[src/rtl/mem_arbiter_pkg.sv]
// Package for mem_arbiter: FSM state and owner enums and the default widths.
// Widths are defaults only. Modules derive their byte-enable width from their own DATA_W.
package arb_pkg;
    localparam int ARB_ADDR_W = 32;
    localparam int ARB_DATA_W = 32;
    // Byte enables used for a fetch at the default data width.
    localparam logic [ARB_DATA_W/8-1:0] BE_ALL = '1;

    typedef enum logic [1:0] {IDLE, BUSY_I, BUSY_D, RESP} arb_state_t;
    typedef enum logic {OWN_I, OWN_D} owner_t;
endpackage

[src/rtl/mem_arbiter_if.sv]
// Memory-side bus of mem_arbiter.
// master : the arbiter. Drives req/we/addr/wdata/be and receives rdata/ack.
// slave  : the memory model or controller.
interface mem_arbiter_if #(
    parameter int ADDR_W = 32,
    parameter int DATA_W = 32
);
    logic                mem_req;
    logic                mem_we;
    logic [ADDR_W-1:0]   mem_addr;
    logic [DATA_W-1:0]   mem_wdata;
    logic [DATA_W/8-1:0] mem_be;
    logic [DATA_W-1:0]   mem_rdata;
    logic                mem_ack;

    modport master (output mem_req, mem_we, mem_addr, mem_wdata, mem_be,
                    input  mem_rdata, mem_ack);
    modport slave  (input  mem_req, mem_we, mem_addr, mem_wdata, mem_be,
                    output mem_rdata, mem_ack);
endinterface

[src/rtl/mem_arbiter_streak_ctr.sv]
// arb_streak_ctr: saturating count of data grants made while a fetch is waiting.
// Ports:
//   clk, clr_n : clock and asynchronous active-low reset
//   inc        : count one data grant; the count holds once it reaches MAX_D_STREAK
//   clr        : clear the count; takes priority over inc
//   sat        : the count equals MAX_D_STREAK
module arb_streak_ctr #(
    parameter int MAX_D_STREAK = 4
) (
    input  logic clk,
    input  logic clr_n,
    input  logic inc,
    input  logic clr,
    output logic sat
);
    localparam int CW = $clog2(MAX_D_STREAK + 1);

    logic [CW-1:0] cnt;

    assign sat = (cnt == CW'(MAX_D_STREAK));

    always_ff @(posedge clk or negedge clr_n) begin
        if (!clr_n)          cnt <= '0;
        else if (clr)        cnt <= '0;
        else if (inc && !sat) cnt <= cnt + 1'b1;
    end
endmodule

[src/rtl/mem_arbiter.sv]
// mem_arbiter: shares one single-ported memory between the fetch port (IF) and
// the load/store port (MEM).
//
// Behaviour:
//   - Data requests normally win over fetch requests. After MAX_D_STREAK data
//     grants made while a fetch was waiting, the fetch is granted next.
//   - Each access passes through IDLE, then BUSY, then RESP. The owner's ready
//     output pulses for one cycle in RESP.
//
// Ports:
//   clk, clr_n                       : clock and asynchronous active-low reset
//   if_req/if_addr                   : fetch request input
//   if_rdata/if_ready                : fetch response output
//   d_req/d_we/d_addr/d_wdata/d_be   : load/store request input
//   d_rdata/d_ready                  : load/store response output
//   mem                              : memory bus (master side)
//   stall_if, stall_mem              : stall requests to the hazard unit
//   bus_err                          : present only when MEM_ARBITER_TIMEOUT_EN is
//                                      defined; high in RESP after a watchdog timeout
//
// Optional feature, macro MEM_ARBITER_TIMEOUT_EN:
//   When the macro is defined, a BUSY state that waits TIMEOUT_CYCLES cycles
//   without mem_ack ends the access with rdata = 0 and bus_err = 1.
module mem_arbiter
    import arb_pkg::*;
#(
    parameter int ADDR_W         = ARB_ADDR_W,
    parameter int DATA_W         = ARB_DATA_W,
    parameter int MAX_D_STREAK   = 4,
    parameter int TIMEOUT_CYCLES = 64
) (
    input  logic                clk,
    input  logic                clr_n,
    input  logic                if_req,
    input  logic [ADDR_W-1:0]   if_addr,
    output logic [DATA_W-1:0]   if_rdata,
    output logic                if_ready,
    input  logic                d_req,
    input  logic                d_we,
    input  logic [ADDR_W-1:0]   d_addr,
    input  logic [DATA_W-1:0]   d_wdata,
    input  logic [DATA_W/8-1:0] d_be,
    output logic [DATA_W-1:0]   d_rdata,
    output logic                d_ready,
    mem_arbiter_if.master       mem,
    output logic                stall_if,
    output logic                stall_mem
`ifdef MEM_ARBITER_TIMEOUT_EN
    ,
    output logic                bus_err
`endif
);
    localparam int BE_W = DATA_W / 8;

    arb_state_t state_q, state_d;
    owner_t     owner;
    logic       grant_d, grant_i, done, busy, streak_sat;

`ifdef MEM_ARBITER_TIMEOUT_EN
    localparam int WD_W = $clog2(TIMEOUT_CYCLES + 1);
    logic [WD_W-1:0] wd_cnt;
    logic            timeout;
`endif

    assign busy  = (state_q == BUSY_I) || (state_q == BUSY_D);
    assign owner = (state_q == BUSY_D) ? OWN_D : OWN_I;

    // The ready outputs are registered, so these stalls drop in the RESP cycle.
    assign stall_if  = if_req & ~if_ready;
    assign stall_mem = d_req & ~d_ready;

    arb_streak_ctr #(.MAX_D_STREAK(MAX_D_STREAK)) u_streak (
        .clk   (clk),
        .clr_n (clr_n),
        .inc   (grant_d & if_req),
        .clr   (grant_i | (grant_d & ~if_req)),
        .sat   (streak_sat)
    );

    always_ff @(posedge clk or negedge clr_n) begin
        if (!clr_n) state_q <= IDLE;
        else        state_q <= state_d;
    end

    // Grants are made only from IDLE. A requester that is still holding its
    // request while it sees ready therefore cannot be issued a second time.
    always_comb begin
        state_d = state_q;
        grant_d = 1'b0;
        grant_i = 1'b0;
        done    = 1'b0;
`ifdef MEM_ARBITER_TIMEOUT_EN
        timeout = 1'b0;
`endif
        case (state_q)
            IDLE: begin
                if (d_req && !(if_req && streak_sat)) begin
                    grant_d = 1'b1;
                    state_d = BUSY_D;
                end else if (if_req) begin
                    grant_i = 1'b1;
                    state_d = BUSY_I;
                end
            end
            BUSY_I, BUSY_D: begin
                if (mem.mem_ack) begin
                    done    = 1'b1;
                    state_d = RESP;
                end
`ifdef MEM_ARBITER_TIMEOUT_EN
                else if (wd_cnt == WD_W'(TIMEOUT_CYCLES - 1)) begin
                    timeout = 1'b1;
                    state_d = RESP;
                end
`endif
            end
            RESP:    state_d = IDLE;
            default: state_d = IDLE;
        endcase
    end

    always_ff @(posedge clk or negedge clr_n) begin
        if (!clr_n) begin
            mem.mem_req   <= 1'b0;
            mem.mem_we    <= 1'b0;
            mem.mem_addr  <= '0;
            mem.mem_wdata <= '0;
            mem.mem_be    <= '0;
            if_rdata      <= '0;
            d_rdata       <= '0;
            if_ready      <= 1'b0;
            d_ready       <= 1'b0;
        end else begin
            if_ready <= 1'b0;
            d_ready  <= 1'b0;
            if (grant_d || grant_i) begin
                mem.mem_req   <= 1'b1;
                mem.mem_we    <= grant_d & d_we;
                mem.mem_addr  <= grant_d ? d_addr : if_addr;
                mem.mem_wdata <= grant_d ? d_wdata : '0;
                mem.mem_be    <= grant_d ? d_be : {BE_W{1'b1}};
            end
            if (done) begin
                mem.mem_req <= 1'b0;
                if (owner == OWN_I) begin
                    if_ready <= 1'b1;
                    if_rdata <= mem.mem_rdata;
                end else begin
                    d_ready <= 1'b1;
                    // A store leaves the last load data unchanged.
                    if (!mem.mem_we) d_rdata <= mem.mem_rdata;
                end
            end
`ifdef MEM_ARBITER_TIMEOUT_EN
            if (timeout) begin
                mem.mem_req <= 1'b0;
                if (owner == OWN_I) begin
                    if_ready <= 1'b1;
                    if_rdata <= '0;
                end else begin
                    d_ready <= 1'b1;
                    d_rdata <= '0;
                end
            end
`endif
        end
    end

`ifdef MEM_ARBITER_TIMEOUT_EN
    // wd_cnt counts BUSY cycles and restarts from 0 at each grant.
    always_ff @(posedge clk or negedge clr_n) begin
        if (!clr_n) begin
            wd_cnt  <= '0;
            bus_err <= 1'b0;
        end else begin
            bus_err <= timeout;
            if (grant_d || grant_i) wd_cnt <= '0;
            else if (busy)          wd_cnt <= wd_cnt + 1'b1;
        end
    end
`else
    logic unused_busy;
    assign unused_busy = busy;
`endif
endmodule

[src/flat_wrapper.sv]
// flat-port wrapper written by rule: the top's interface ports become plain ports
module mem_arbiter_flat import arb_pkg::*;
#(
    parameter int ADDR_W         = ARB_ADDR_W,
    parameter int DATA_W         = ARB_DATA_W,
    parameter int MAX_D_STREAK   = 4,
    parameter int TIMEOUT_CYCLES = 64
)
  (clk, clr_n, if_req, if_addr, if_rdata, if_ready, d_req, d_we, d_addr, d_wdata, d_be, d_rdata, d_ready, stall_if, stall_mem, mem_mem_req, mem_mem_we, mem_mem_addr, mem_mem_wdata, mem_mem_be, mem_mem_rdata, mem_mem_ack);
  mem_arbiter_if #(.ADDR_W(ADDR_W), .DATA_W(DATA_W)) mem_i ();
  input  logic clk;
  input  logic clr_n;
  input  logic if_req;
  input  logic [ADDR_W-1:0] if_addr;
  output logic [DATA_W-1:0] if_rdata;
  output logic if_ready;
  input  logic d_req;
  input  logic d_we;
  input  logic [ADDR_W-1:0] d_addr;
  input  logic [DATA_W-1:0] d_wdata;
  input  logic [DATA_W/8-1:0] d_be;
  output logic [DATA_W-1:0] d_rdata;
  output logic d_ready;
  output logic stall_if;
  output logic stall_mem;
  output wire logic [$bits(mem_i.mem_req)-1:0] mem_mem_req;
  output wire logic [$bits(mem_i.mem_we)-1:0] mem_mem_we;
  output wire logic [$bits(mem_i.mem_addr)-1:0] mem_mem_addr;
  output wire logic [$bits(mem_i.mem_wdata)-1:0] mem_mem_wdata;
  output wire logic [$bits(mem_i.mem_be)-1:0] mem_mem_be;
  input wire logic [$bits(mem_i.mem_rdata)-1:0] mem_mem_rdata;
  input wire logic [$bits(mem_i.mem_ack)-1:0] mem_mem_ack;
  assign mem_mem_req = mem_i.mem_req;
  assign mem_mem_we = mem_i.mem_we;
  assign mem_mem_addr = mem_i.mem_addr;
  assign mem_mem_wdata = mem_i.mem_wdata;
  assign mem_mem_be = mem_i.mem_be;
  assign mem_i.mem_rdata = mem_mem_rdata;
  assign mem_i.mem_ack = mem_mem_ack;
  mem_arbiter #(.ADDR_W(ADDR_W), .DATA_W(DATA_W), .MAX_D_STREAK(MAX_D_STREAK), .TIMEOUT_CYCLES(TIMEOUT_CYCLES)) u_core (.clk(clk), .clr_n(clr_n), .if_req(if_req), .if_addr(if_addr), .if_rdata(if_rdata), .if_ready(if_ready), .d_req(d_req), .d_we(d_we), .d_addr(d_addr), .d_wdata(d_wdata), .d_be(d_be), .d_rdata(d_rdata), .d_ready(d_ready), .mem(mem_i), .stall_if(stall_if), .stall_mem(stall_mem));
endmodule
[config.mk]
export PLATFORM = sky130hd
export DESIGN_NAME = mem_arbiter_flat
export DESIGN_NICKNAME = d
export VERILOG_FILES = /design/src/rtl/mem_arbiter_pkg.sv /design/src/rtl/mem_arbiter_if.sv /design/src/rtl/mem_arbiter_streak_ctr.sv /design/src/rtl/mem_arbiter.sv /design/src/flat_wrapper.sv
export SDC_FILE = /design/constraint.sdc
export NUM_CORES = 1
export LEC_CHECK = 0
export ABC_AREA = 1
export CAP_MARGIN = 5
export CORE_MARGIN = 2
export CORE_UTILIZATION = 38
export CTS_CLUSTER_DIAMETER = 120
export DETAILED_ROUTE_END_ITERATION = 10
export GPL_ROUTABILITY_DRIVEN = 1
export PLACE_DENSITY = 0.77
export SLEW_MARGIN = 20
export SYNTH_ARGS = -nofsm -noshare
export SYNTH_HDL_FRONTEND = slang
export SYNTH_HIERARCHICAL = 1
export SYNTH_SLANG_ARGS = --single-unit
[constraint.sdc]
create_clock -name clk -period 1.8 [get_ports clk]
set_input_delay 0.36 -clock clk [delete_from_list [all_inputs] [get_ports clk]]
set_output_delay 0.36 -clock clk [all_outputs]
set_load 0.02 [all_outputs]
After elaboration in Yosys (flattened, before gate mapping). Cells that the tools add are included.

Bits in registers: 141. Latch bits: 0. Memory bits (writable): 0. Memory bits (read-only): 0. Input port bits: 138. Output and inout port bits: 138. Word-level logic and storage cells: 65. Memories kept: 0.

Add/subtract/negate cells: 1. Multipliers: 0. Divide/modulo/power cells: 0. $lt $le $gt $ge: 0. Equality and inequality tests: 6. Shift-type cells: 0. Muxes and demuxes: 23. Bitwise gates (word level): 11. Reduce and logical (&&, ||, !) cells: 13.

Operators by type and width (count): 2-to-1 mux 32 bit (2); 2-to-1 mux 1 bit (14); 2-to-1 mux 2 bit (3); 2-to-1 mux 3 bit (2); one-hot mux 2 bit (3 select lines) (1); AND 1 bit (5); NOT 1 bit (5); equality test 2 bit (second input constant) (2); 2-to-1 mux 4 bit (1); AND reduction 2 bit (2); nonzero test 2 bit (2); adder 3 x 1 -> 3 bit (second input constant) (1); equality test 3 bit (second input constant) (1); logical AND 1 bit (3); inequality test 3 x 2 -> 1 bit (second input constant) (1); AND reduction 3 bit (1); equality test 2 x 1 -> 1 bit (second input constant) (1); zero test 1 bit (2); zero test 2 bit (1); inequality test 2 bit (second input constant) (1); OR reduction 2 bit (1); logical OR 1 bit (1); OR 1 bit (1).

Depth between registers and ports, before layout.
Word-level depth: 10. Mapped depth: 13. Depth with buffers taken out: 12.

By module. The synthesis kept the hierarchy.

Modules (own cells, without submodules): mem_arbiter (times used 1, cells each 686, area each 5831.8 sq um, sequential area each 3453.3 sq um); arb_streak_ctr (times used 1, cells each 25, area each 185.2 sq um, sequential area each 75.1 sq um).

Worst setup path before layout. No wires, ideal clock.

Path type: register -> register. Start: register u_core.u_streak.cnt[0]. End: register u_core.u_streak.cnt[2]. Setup time: 0.117 ns. Data arrival time: 1.559 ns. Required time: 1.683 ns. Slack: 0.124 ns. Cell stages (with the launch flop): 14. Path buffers: 1. Period minus slack after synthesis: 1.676 ns. Path through: dfrtp_1 inv_1 ha_1 nand2_2 inv_1 nand2_2 nand3_4 buf_4 nor2_1 nand2_1 inv_1 nand2_1 nand2_1 nor2_1.

Word-level cells in the longest chain between the ends: 9. Elaborated cells on any way between the ends: 17. Those cells by class: add/sub: 1; eq/ne: 1; mux: 6; bitwise: 3; reduce/logical: 6.

RTL lines: start, declared (RTL line mem_arbiter_streak_ctr.sv:18) `logic [CW-1:0] cnt;`; start signal, assigned (RTL line mem_arbiter_streak_ctr.sv:25) `else if (inc && !sat) cnt <= cnt + 1'b1;`; equality test 3 bit * (RTL line mem_arbiter_streak_ctr.sv:20) `assign sat = (cnt == CW'(MAX_D_STREAK));`; via u_core.streak_sat (RTL line mem_arbiter.sv:57) `logic grant_d, grant_i, done, busy, streak_sat;`; logical AND 1 bit (RTL line mem_arbiter.sv:97) `if (d_req && !(if_req && streak_sat)) begin`; zero test 1 bit (RTL line mem_arbiter.sv:97); logical AND 1 bit (RTL line mem_arbiter.sv:97); 2-to-1 mux 1 bit (RTL line mem_arbiter.sv:97); 2-to-1 mux 1 bit (RTL line mem_arbiter.sv:95) `case (state_q)`; AND 1 bit (on tied branches) (RTL line mem_arbiter.sv:76, mem_arbiter.sv:75); OR 1 bit or logical AND 1 bit (tied branches) (RTL line mem_arbiter.sv:76, mem_arbiter_streak_ctr.sv:25); 2-to-1 mux 3 bit or nonzero test 2 bit (tied branches).

The timed path passes the listed nets; every way through them passes the cells marked *. The select of a mux whose other input is x is not followed. A chain may end at the register's enable or synchronous reset.

Final worst setup path.
Start: register u_core.mem.mem_wdata[13]. End: output mem_mem_wdata[13].

RTL lines: start, declared (RTL line mem_arbiter_if.sv:16) `modport master (output mem_req, mem_we, mem_addr, mem_wdata, mem_be,`; start signal, assigned (RTL line mem_arbiter.sv:140) `mem.mem_wdata <= grant_d ? d_wdata : '0;`; end, declared (RTL line flat_wrapper.sv:29) `output wire logic [$bits(mem_i.mem_wdata)-1:0] mem_mem_wdata;`.

No word-level cell between the ends.

==> flow_summary.yaml <==
sta:
  setup_ws_ns: 0.0399
  final_max_slew_viol_count: 0
  tightest_slew_ns: 0.356
  maxSlewHeadroom: 0.763
  max_freq_mhz: 568
  min_period_ns: 1.76
  holdWs_ns: 0.436
  finalHoldViolCount: 0
  post-route-period-util: 0.978
  finalSetupViolCount: 0
  finClkSkew_ns: 0.00740
finish:
  drive_gt1_frac: 0.0735
  multi_input_area_sq_mm: 0.00202
  finalNetCount: 1136
  ff_latch_area_sq_mm: 0.00353
  final_common_cell: "nand2_1"
  area_growth_pct: 64.6
  final_util: 0.647
  fill_cells: 1250
  final_cells: 1218
  num_antenna_cells: 0
  layout_common_cells: "340 x nand2_1, 226 x clkdlybuf4s50_1, 141 x dfrtp_1, 59 x o21ai_0, 57 x inv_1"
clock_network:
  clock_latency_ns: 0.41
  cts_htree_levels: 4
  clockBufferDepth: 2
  cts_sinks: 141
  root_buffer: "clkbuf_16"
  cts.clk_slew.worst_paths_ns: 0.06
  cts_tree: "yes"
  cts_made_buffers: 17
power_and_ir_drop:
  p_switching_mw: 7.07
  p_leak_nw: 5.36
  p_per_area_mw_per_mm2: 1810
  ir_drop_v: 0.000869
  power_frac_comb: 0.488
  p_sw_frac: 0.393
  p_int_mw: 10.9
  power_frac_clock: 0.208
  p_seq_frac: 0.304
grt:
  grt-ovfl-total: 0
  grt_pass1_wl_um: 27900
  first_global_vias: 5496
  grt_usage: 0.215
  antenna_found_initial: 0
  grt_max_degree: 65
setup_path:
  critical_path.max_stage_delay_ns: 0.65
  crit_type: "reg -> out"
  critical-path-top-delay-family: "buffers and inverters"
  cp.arrival_ns: 1.40
  startpoint_type: "flip-flop"
  crit_required_ns: 1.44
  path_cells: "clkdlybuf4s50_1"
  cpMaxStageDelayCell: "clkdlybuf4s50_1"
  path_buf_inv: 1
  cp-end-kind: "primary output"
  crit_path_max_fanout: 2
synthesis:
  synthCells: 711
  syn-num-nets: 853
  avgSynthCellArea_sq_um: 8.46
  synth_seq_cells: 141
  yosysUniqueCellTypes: 19
  yosys_warnings: 6
  synth_seq_area_share: 0.586
  netlist_area_sq_mm: 0.00602
placement:
  routabilityCongestion: 0.792
  hpwl_um: 12700
  pre_cts_slack_ns: -0.155
  dpl.cell_count: 1183
  port_buffers: 275
floorplan:
  num_io_pins: 276
  die_y_um: 130
  die_w_um: 130
  initial_utilization: 0.393
  core_area_sq_mm: 0.0153
  dieArea_sq_mm: 0.0169
  row_count: 45
drt:
  drtAntennaViolNets: 0
  first_pass_iters: 4
  wl_per_cell_um: 14.7
  remaining_drc_errors: 0
  wirelength_um: 18000
  vias: 5638
  drt_iter0_drc: 224
  routed_via_density: 4.63
status:
  status: "finished clean"
job:
  maxCapViolCount: 0
min_path:
  min_path_type: "in -> async"
==> sequential cells by signal, summed over array words and instances (netlist names) <==
register              count
u_core/mem.mem_we         1
u_core/if_ready           1
u_core/mem.mem_addr      32
u_core/if_rdata          32
u_core/d_rdata           32
u_core/state_q            2
u_core/mem.mem_be         4
u_core/u_streak/cnt       3
u_core/mem.mem_wdata     32
u_core/d_ready            1
u_core/mem.mem_req        1
==> routing by layer <==
metal  share of wire  GRT usage
met3            0.11     0.0943
met5               0          0
met2            0.47      0.354
met4           0.029     0.0867
met1            0.40      0.246
==> cells by family (layout without fill, tap and decap cells) <==
family | Yosys count | in the layout | synth area share
flip-flops | 141 | 141 | 0.586
buffers and inverters | 100 | 396 | 0.0792
AO/OA/AOI/OAI | 73 | 73 | 0.0607
adder cells (fa/ha/maj) | 4 | 4 | 0.00832
AND/OR/NAND/NOR | 393 | 393 | 0.265
==> worst paths after layout <==
check	from	cells after the start	slack, ns	to
worst max-delay path	u_core/mem.mem_wdata[13]	1	0.04	mem_mem_wdata[13]
worst min-delay path	clr_n	2	0.44	u_core/mem.mem_addr[30]
worst max register to register	u_core/u_streak/cnt[0]	11	0.11	u_core/mem.mem_addr[2]
worst min register to register	u_core/mem.mem_addr[2]	2	0.48	u_core/mem.mem_addr[2]
max in group asynchronous	clr_n	3	0.78	u_core/if_rdata[23]
min in group clk	u_core/mem.mem_addr[2]	2	0.48	u_core/mem.mem_addr[2]
==> through the flow <==
stage               power, mW  area [sq um]  setup TNS (ns)
floorplan                10.0          6020               0
global placement         14.2          9150          -0.133
detailed placement       14.4          9150          -0.163
CTS                      18.2          9780               0
global route             19.2          9900         -0.0730
finish                   18.0          9900               0
==> cells in the mapped netlist <==
cell	count	area [sq um]
clkbuf_1	11	41.3
nand3_4	1	17.5
buf_2	18	90.1
nand2_1	341	1280
ha_1	4	50.1
buf_6	9	101
nor2_4	1	11.3
inv_2	2	7.51
nor2_2	2	12.5
buf_4	3	22.5
dfrtp_1	141	3530
nand4_1	34	213
inv_1	57	214
o21ai_0	59	295
o21ai_1	12	60.1
nand2_2	3	18.8
nor2_1	9	33.8
a21oi_1	2	10.0
nand3_1	2	10.0
==> power by group through the flow <==
stage / sequential [mW] / combinational, mW / clock [mW]
2_1_floorplan: 7.22 / 2.81 / 0
3_3_place_gp: 5.46 / 8.76 / 0
3_5_place_dp: 5.49 / 8.89 / 0
4_1_cts: 5.49 / 8.90 / 3.84
5_1_grt: 5.64 / 9.53 / 4.00
6_report: 5.46 / 8.78 / 3.74
==> timing repair <==
| item | in CTS | in global routing |
|---|---|---|
| buffers inserted | 0 | 2 |
| resized for setup | 6 | 42 |
| hold buffers | 1 | 0 |
| cloned | 0 | 0 |
| setup endpoints to repair | 6 | 46 |
| endpoints found under the hold margin | 31 | 0 |
==> cell type report <==
| cell class | count | area share |
|---|---|---|
| flip-flops and latches | 141 | 0.356 |
| repair buffers | 305 | 0.327 |
| multi-input cells | 470 | 0.204 |
| clock buffers | 17 | 0.0430 |
| well taps | 211 | 0.0267 |
| inverters | 59 | 0.0224 |
| clock inverters | 15 | 0.0211 |
(Power assumes the default switching activity.)
==> RTL edit 1 (same settings) <==
Re-encode `arb_state_t` (4 states) as Gray code, 2 bits wide.
--- a/src/rtl/mem_arbiter_pkg.sv
+++ b/src/rtl/mem_arbiter_pkg.sv
@@ -6,7 +6,7 @@
     // Byte enables used for a fetch at the default data width.
     localparam logic [ARB_DATA_W/8-1:0] BE_ALL = '1;
 
-    typedef enum logic [1:0] {IDLE, BUSY_I, BUSY_D, RESP} arb_state_t;
+    typedef enum logic [1:0] {IDLE = 2'b00, BUSY_I = 2'b01, BUSY_D = 2'b11, RESP = 2'b10} arb_state_t;
     typedef enum logic {OWN_I, OWN_D} owner_t;
 endpackage
 
Function: same outputs for any inputs over 4 cycles, from zero or initial values; so few cycles prove little.
==> RTL edit 1 against the original RTL <==
Core utilization about the same. Area after synthesis decreased by 0.17%. Clock power down 1%. Worst setup slack worse by 2.9 ps. Sequential cell count did not move. Power fell by 3.0%. Via count down 1.1%. Cell area barely moved. Register-to-register slack got worse by 30 ps. Combinational power down 4.9%. Routed wire length grew 0.14%. Critical path depth did not move. Highest routed layer unchanged. Die area fell by 0.16%.
==> RTL edit 1: results (changes against the original RTL) <==
INFO  metric grt_pass1_vias = 5461 (-0.64%)
INFO  metric met1_layer_wirelength_in_the_final_routing = 7020 um (-1.5%)
INFO  metric static-leakage-power = 5.29 nW (-1.2%)
INFO  metric placed_wire_length_estimate = 12700 um (-0.15%)
INFO  metric first_iter_violations = 208 (-7.1%)
INFO  metric synth_cell_types = 22 (+3)
INFO  metric met2_usage = 35.8% (+0.46 points)
INFO  metric power.sequential.fraction = 31.0% (+0.6 points)
INFO  metric synth_nets = 872 (+2.2%)
INFO  metric ir_drop = 0.00102 V (+18%)
INFO  metric r2r_slack = 80 ps (-30 ps)
INFO  metric fillCellCount = 1284 (+2.7%)
INFO  metric drive_above_1_share = 7.02% (-0.33 points)
INFO  metric post_drt_via_cell_ratio = 4.51 (-2.6%)
INFO  metric netlist_top_cells_area = sky130_fd_sc_hd__dfrtp_1, sky130_fd_sc_hd__nand2_1, sky130_fd_sc_hd__inv_1
INFO  metric switching_share = 38.3% (-1.0 points)
INFO  metric met3_wire_len = 1850 um (-5.4%)
INFO  metric post_synth_fa_ha_maj_area_fraction = 0.417% (-0.42 points)
INFO  metric nets = 1155 (+1.7%)
INFO  metric grt_util_all_layers = 21.1% (-0.38 points)
INFO  metric synth_commonest_cells = sky130_fd_sc_hd__nand2_1, sky130_fd_sc_hd__dfrtp_1, sky130_fd_sc_hd__inv_1, sky130_fd_sc_hd__o21ai_1, sky130_fd_sc_hd__nand3_1
INFO  metric grt_first_pass_wirelength = 27400 um (-1.9%)
INFO  metric postSynthAreaPerCell = 8.21 um2 (-3.0%)
INFO  metric finish.instance_area = 9900 um2 (about the same)
INFO  metric met3_capacity_usage_during_global_routing = 8.61% (-0.82 points)
INFO  metric critical_path.startpoint = u_core/mem.mem_addr[0]
INFO  metric met2WireLength = 8710 um (+4.2%)
INFO  metric skew = 8.74 ps (+1.33 ps)
INFO  metric cp-endpoint = mem_mem_addr[0]
INFO  metric vias = 5575 (-1.1%)
INFO  metric status = complete, no violations
INFO  metric detailed_place.area = 9120 um2 (-0.26%)
INFO  metric holdWs = 429 ps (-6.85 ps)
INFO  metric finalWeightedCongestion = 0.840 (+6.0%)
INFO  metric power.density_cell_area = 1760 nW/um2 (-2.9%)
INFO  metric synth_compound_gate_area_share = 6.04% (-0.032 points)
RTL edit 1: cell count changes in the layout (fill, tap and decap cells not counted), moves of 25 or more:
| cell | before | now |
|---|---|---|
| sky130_fd_sc_hd__inv_1 | 57 | 84 |
| sky130_fd_sc_hd__nand4_1 | 34 | 2 |
| sky130_fd_sc_hd__o21ai_0 | 59 | 33 |
| sky130_fd_sc_hd__nand3_1 | 2 | 36 |
| sky130_fd_sc_hd__o21ai_1 | 12 | 37 |
RTL edit 1: cell type report:
type	instances	share of cell area, %
clock buffers	19	4.57
clock inverters	11	1.69
inverters	87	3.30
multi-input cells	467	19.9
flip-flops and latches	141	35.6
well taps	211	2.67
repair buffers	301	32.2
RTL edit 1: repair_timing:
action                                 in CTS  in global routing
cloned                                      0                  2
setup endpoints to repair                   7                 34
gates resized for setup                     7                 32
pin swaps                                   0                  1
endpoints found under the hold margin      35                  0
setup buffers                               0                  2
hold buffers                                1                  0
==> RTL edit 2 (same settings) <==
Made on the original files. The package constant `ARB_ADDR_W` goes from 32 to 64.
--- a/src/rtl/mem_arbiter_pkg.sv
+++ b/src/rtl/mem_arbiter_pkg.sv
@@ -1,7 +1,7 @@
 // Package for mem_arbiter: FSM state and owner enums and the default widths.
 // Widths are defaults only. Modules derive their byte-enable width from their own DATA_W.
 package arb_pkg;
-    localparam int ARB_ADDR_W = 32;
+    localparam int ARB_ADDR_W = 64;
     localparam int ARB_DATA_W = 32;
     // Byte enables used for a fetch at the default data width.
     localparam logic [ARB_DATA_W/8-1:0] BE_ALL = '1;
Interface: changed (resized d_addr, if_addr and mem_mem_addr); port bits go from 276 to 372. No check against the original RTL was run, so the function may have changed too.
==> RTL edit 2 against the original RTL <==
Sequential power increased by 23%. Routed wire length is 49% higher. Area after synthesis rose by 26%. Cell area is 28% higher. Sequential share of layout area down 1.4 points. Hold slack worse by 12 ps. Worst setup slack got worse by 2.9 ps. Sequential cell count increased by 32. Power rose by 22%.
==> RTL edit 2: results (changes against the original RTL) <==
INFO  metric status = complete, no violations
INFO  metric grt_pass1_vias = 7745 (+41%)
INFO  metric flip_flop_count_of_the_largest_register_all_copies_and_words_added = 64
INFO  metric io_buffers = 371 (+35%)
INFO  metric synthArstFlopShare = 100% (unchanged)
INFO  metric grt_start_max_net_pins = 66 (+1.5%)
INFO  metric netlist_top_cells_area = sky130_fd_sc_hd__dfrtp_1, sky130_fd_sc_hd__nand2_1, sky130_fd_sc_hd__nand4_1
INFO  metric synth_cell_types = 16 (-3)
INFO  metric hold_path.class = primary input to asynchronous set/reset pin
INFO  metric largest_register = u_core/mem.mem_addr
INFO  metric placed_wire_length_estimate = 19200 um (+51%)
INFO  metric yosysWarnings = 6 (unchanged)
INFO  metric grt_antenna_before_repair = 2 (+2)
INFO  metric first_iter_violations = 375 (+67%)
INFO  metric drive_above_1_share = 6.45% (-0.90 points)
INFO  metric grt_first_pass_wirelength = 41600 um (+49%)
INFO  metric clock_pin_slew_worst_setup_and_hold_paths = 70 ps
INFO  metric wirelength = 26700 um (+49%)
INFO  metric skew = 9.78 ps (+2.37 ps)
INFO  metric fillCellCount = 1644 (+32%)
INFO  metric post_drt_via_cell_ratio = 4.83 (+4.4%)
INFO  metric detailed_place.area = 11800 um2 (+29%)
INFO  metric static-leakage-power = 7.00 nW (+31%)
INFO  metric seq_area_frac_synth = 57.0% (-1.6 points)
INFO  metric synth_commonest_cells = sky130_fd_sc_hd__nand2_1, sky130_fd_sc_hd__dfrtp_1, sky130_fd_sc_hd__o21ai_0, sky130_fd_sc_hd__nand4_1, sky130_fd_sc_hd__inv_1
INFO  metric clock_tree.root_cell = sky130_fd_sc_hd__clkbuf_16
INFO  metric detail_route.wl_per_cell = 16.7 um (+13%)
INFO  metric synth_nets = 1162 (+36%)
INFO  metric finalWeightedCongestion = 0.840 (+6.0%)
INFO  metric tritoncts.num_buffers = 17 (unchanged)
INFO  metric h-tree-depth = 4 (unchanged)
INFO  metric crit_path_max_incr_delay = 620 ps (-30 ps)
INFO  metric ir_drop = 0.000797 V (-8.3%)
INFO  metric dpl.cell_count = 1561 (+32%)
INFO  metric drtPass1Iterations = 5 (+1)
INFO  metric critPathArrivalTime = 1400 ps (about the same)
INFO  metric grt_util_all_layers = 24.8% (+3.4 points)
INFO  metric nets = 1527 (+34%)
INFO  metric postSynthAreaPerCell = 7.94 um2 (-6.1%)
INFO  metric synth-main-ff-cell = sky130_fd_sc_hd__dfrtp_1
INFO  metric relative_slew_slack = 60.2% (-16 points)
INFO  metric later_pin_clock_latency_in_the_skew_report = 420 ps
INFO  metric crit_fanout = 2 (unchanged)
[RTL edit 2: where the power goes]
| part | internal, mW | switching, mW |
|---|---|---|
| clock | 2.22 | 1.64 |
| combinational | 4.78 | 6.61 |
| sequential | 5.74 | 0.995 |
[RTL edit 2: area by class of cell]
cell class | count | area (um2) | share of cell area (%)
timing repair buffer | 408 | 4310 | 34.0
multi-input combinational | 662 | 2850 | 22.5
sequential | 173 | 4330 | 34.2
clock buffer | 18 | 429 | 3.39
tap | 265 | 332 | 2.62
inverter | 59 | 225 | 1.78
antenna | 1 | 2.50 | 0.0198
clock inverter | 13 | 178 | 1.40
[RTL edit 2: logic make-up (layout without fill, tap and decap cells)]
group	after synthesis	after routing	synth area share [%]
buf+inv	121	498	6.33
simple gates	585	585	31.2
fa+ha+maj	4	4	0.659
compound gates	73	73	4.81
flops	173	173	57.0
other cells	0	1	0
[RTL edit 2: final timing paths]
kind | start | to | slack (ps) | cells after the start
max | u_core/d_rdata[7] | d_rdata[7] | 40 | 1
min | clr_n | u_core/mem.mem_addr[15] | 420 | 2
max reg2reg | u_core/u_streak/cnt[0] | u_core/mem.mem_addr[28] | 110 | 11
min reg2reg | u_core/mem.mem_wdata[22] | u_core/mem.mem_wdata[22] | 470 | 2
max in group asynchronous | clr_n | u_core/mem.mem_addr[38] | 790 | 3
min in group clk | d_wdata[3] | u_core/mem.mem_wdata[3] | 470 | 3
[RTL edit 2: what timing repair did]
| action | 4_1_cts | 5_1_grt |
|---|---|---|
| buffers inserted | 0 | 2 |
| gates resized for setup | 27 | 78 |
| hold buffers | 1 | 0 |
| gates cloned | 0 | 3 |
| endpoints found under the hold margin | 30 | 0 |
| endpoints found under the setup margin | 27 | 161 |
| pin swaps | 0 | 3 |
[RTL edit 2: through the flow]
stage | util [%] | setup slack, ps | total power, mW | hold WS [ps]
after floorplan | - | 35.5 | 12.4 | 64.4
after global placement | 60.3 | -146 | 18.0 | 296
after detailed placement | 60.3 | -136 | 18.3 | 299
after CTS | 63.3 | 0.616 | 22.1 | 421
after global routing | 64.8 | -18.5 | 23.4 | 439
final | 64.8 | 37.1 | 22.0 | 424
[RTL edit 2: layer usage]
| layer | global-route usage [%] | vias to the layer above | wire [um] |
|---|---|---|---|
| li1 | - | 3727 | - |
| met1 | 29.1 | 3618 | 10200 |
| met2 | 42.3 | 326 | 13200 |
| met3 | 8.87 | 54 | 2430 |
| met4 | 8.58 | 2 | 794 |
| met5 | 0 | - | 13 |
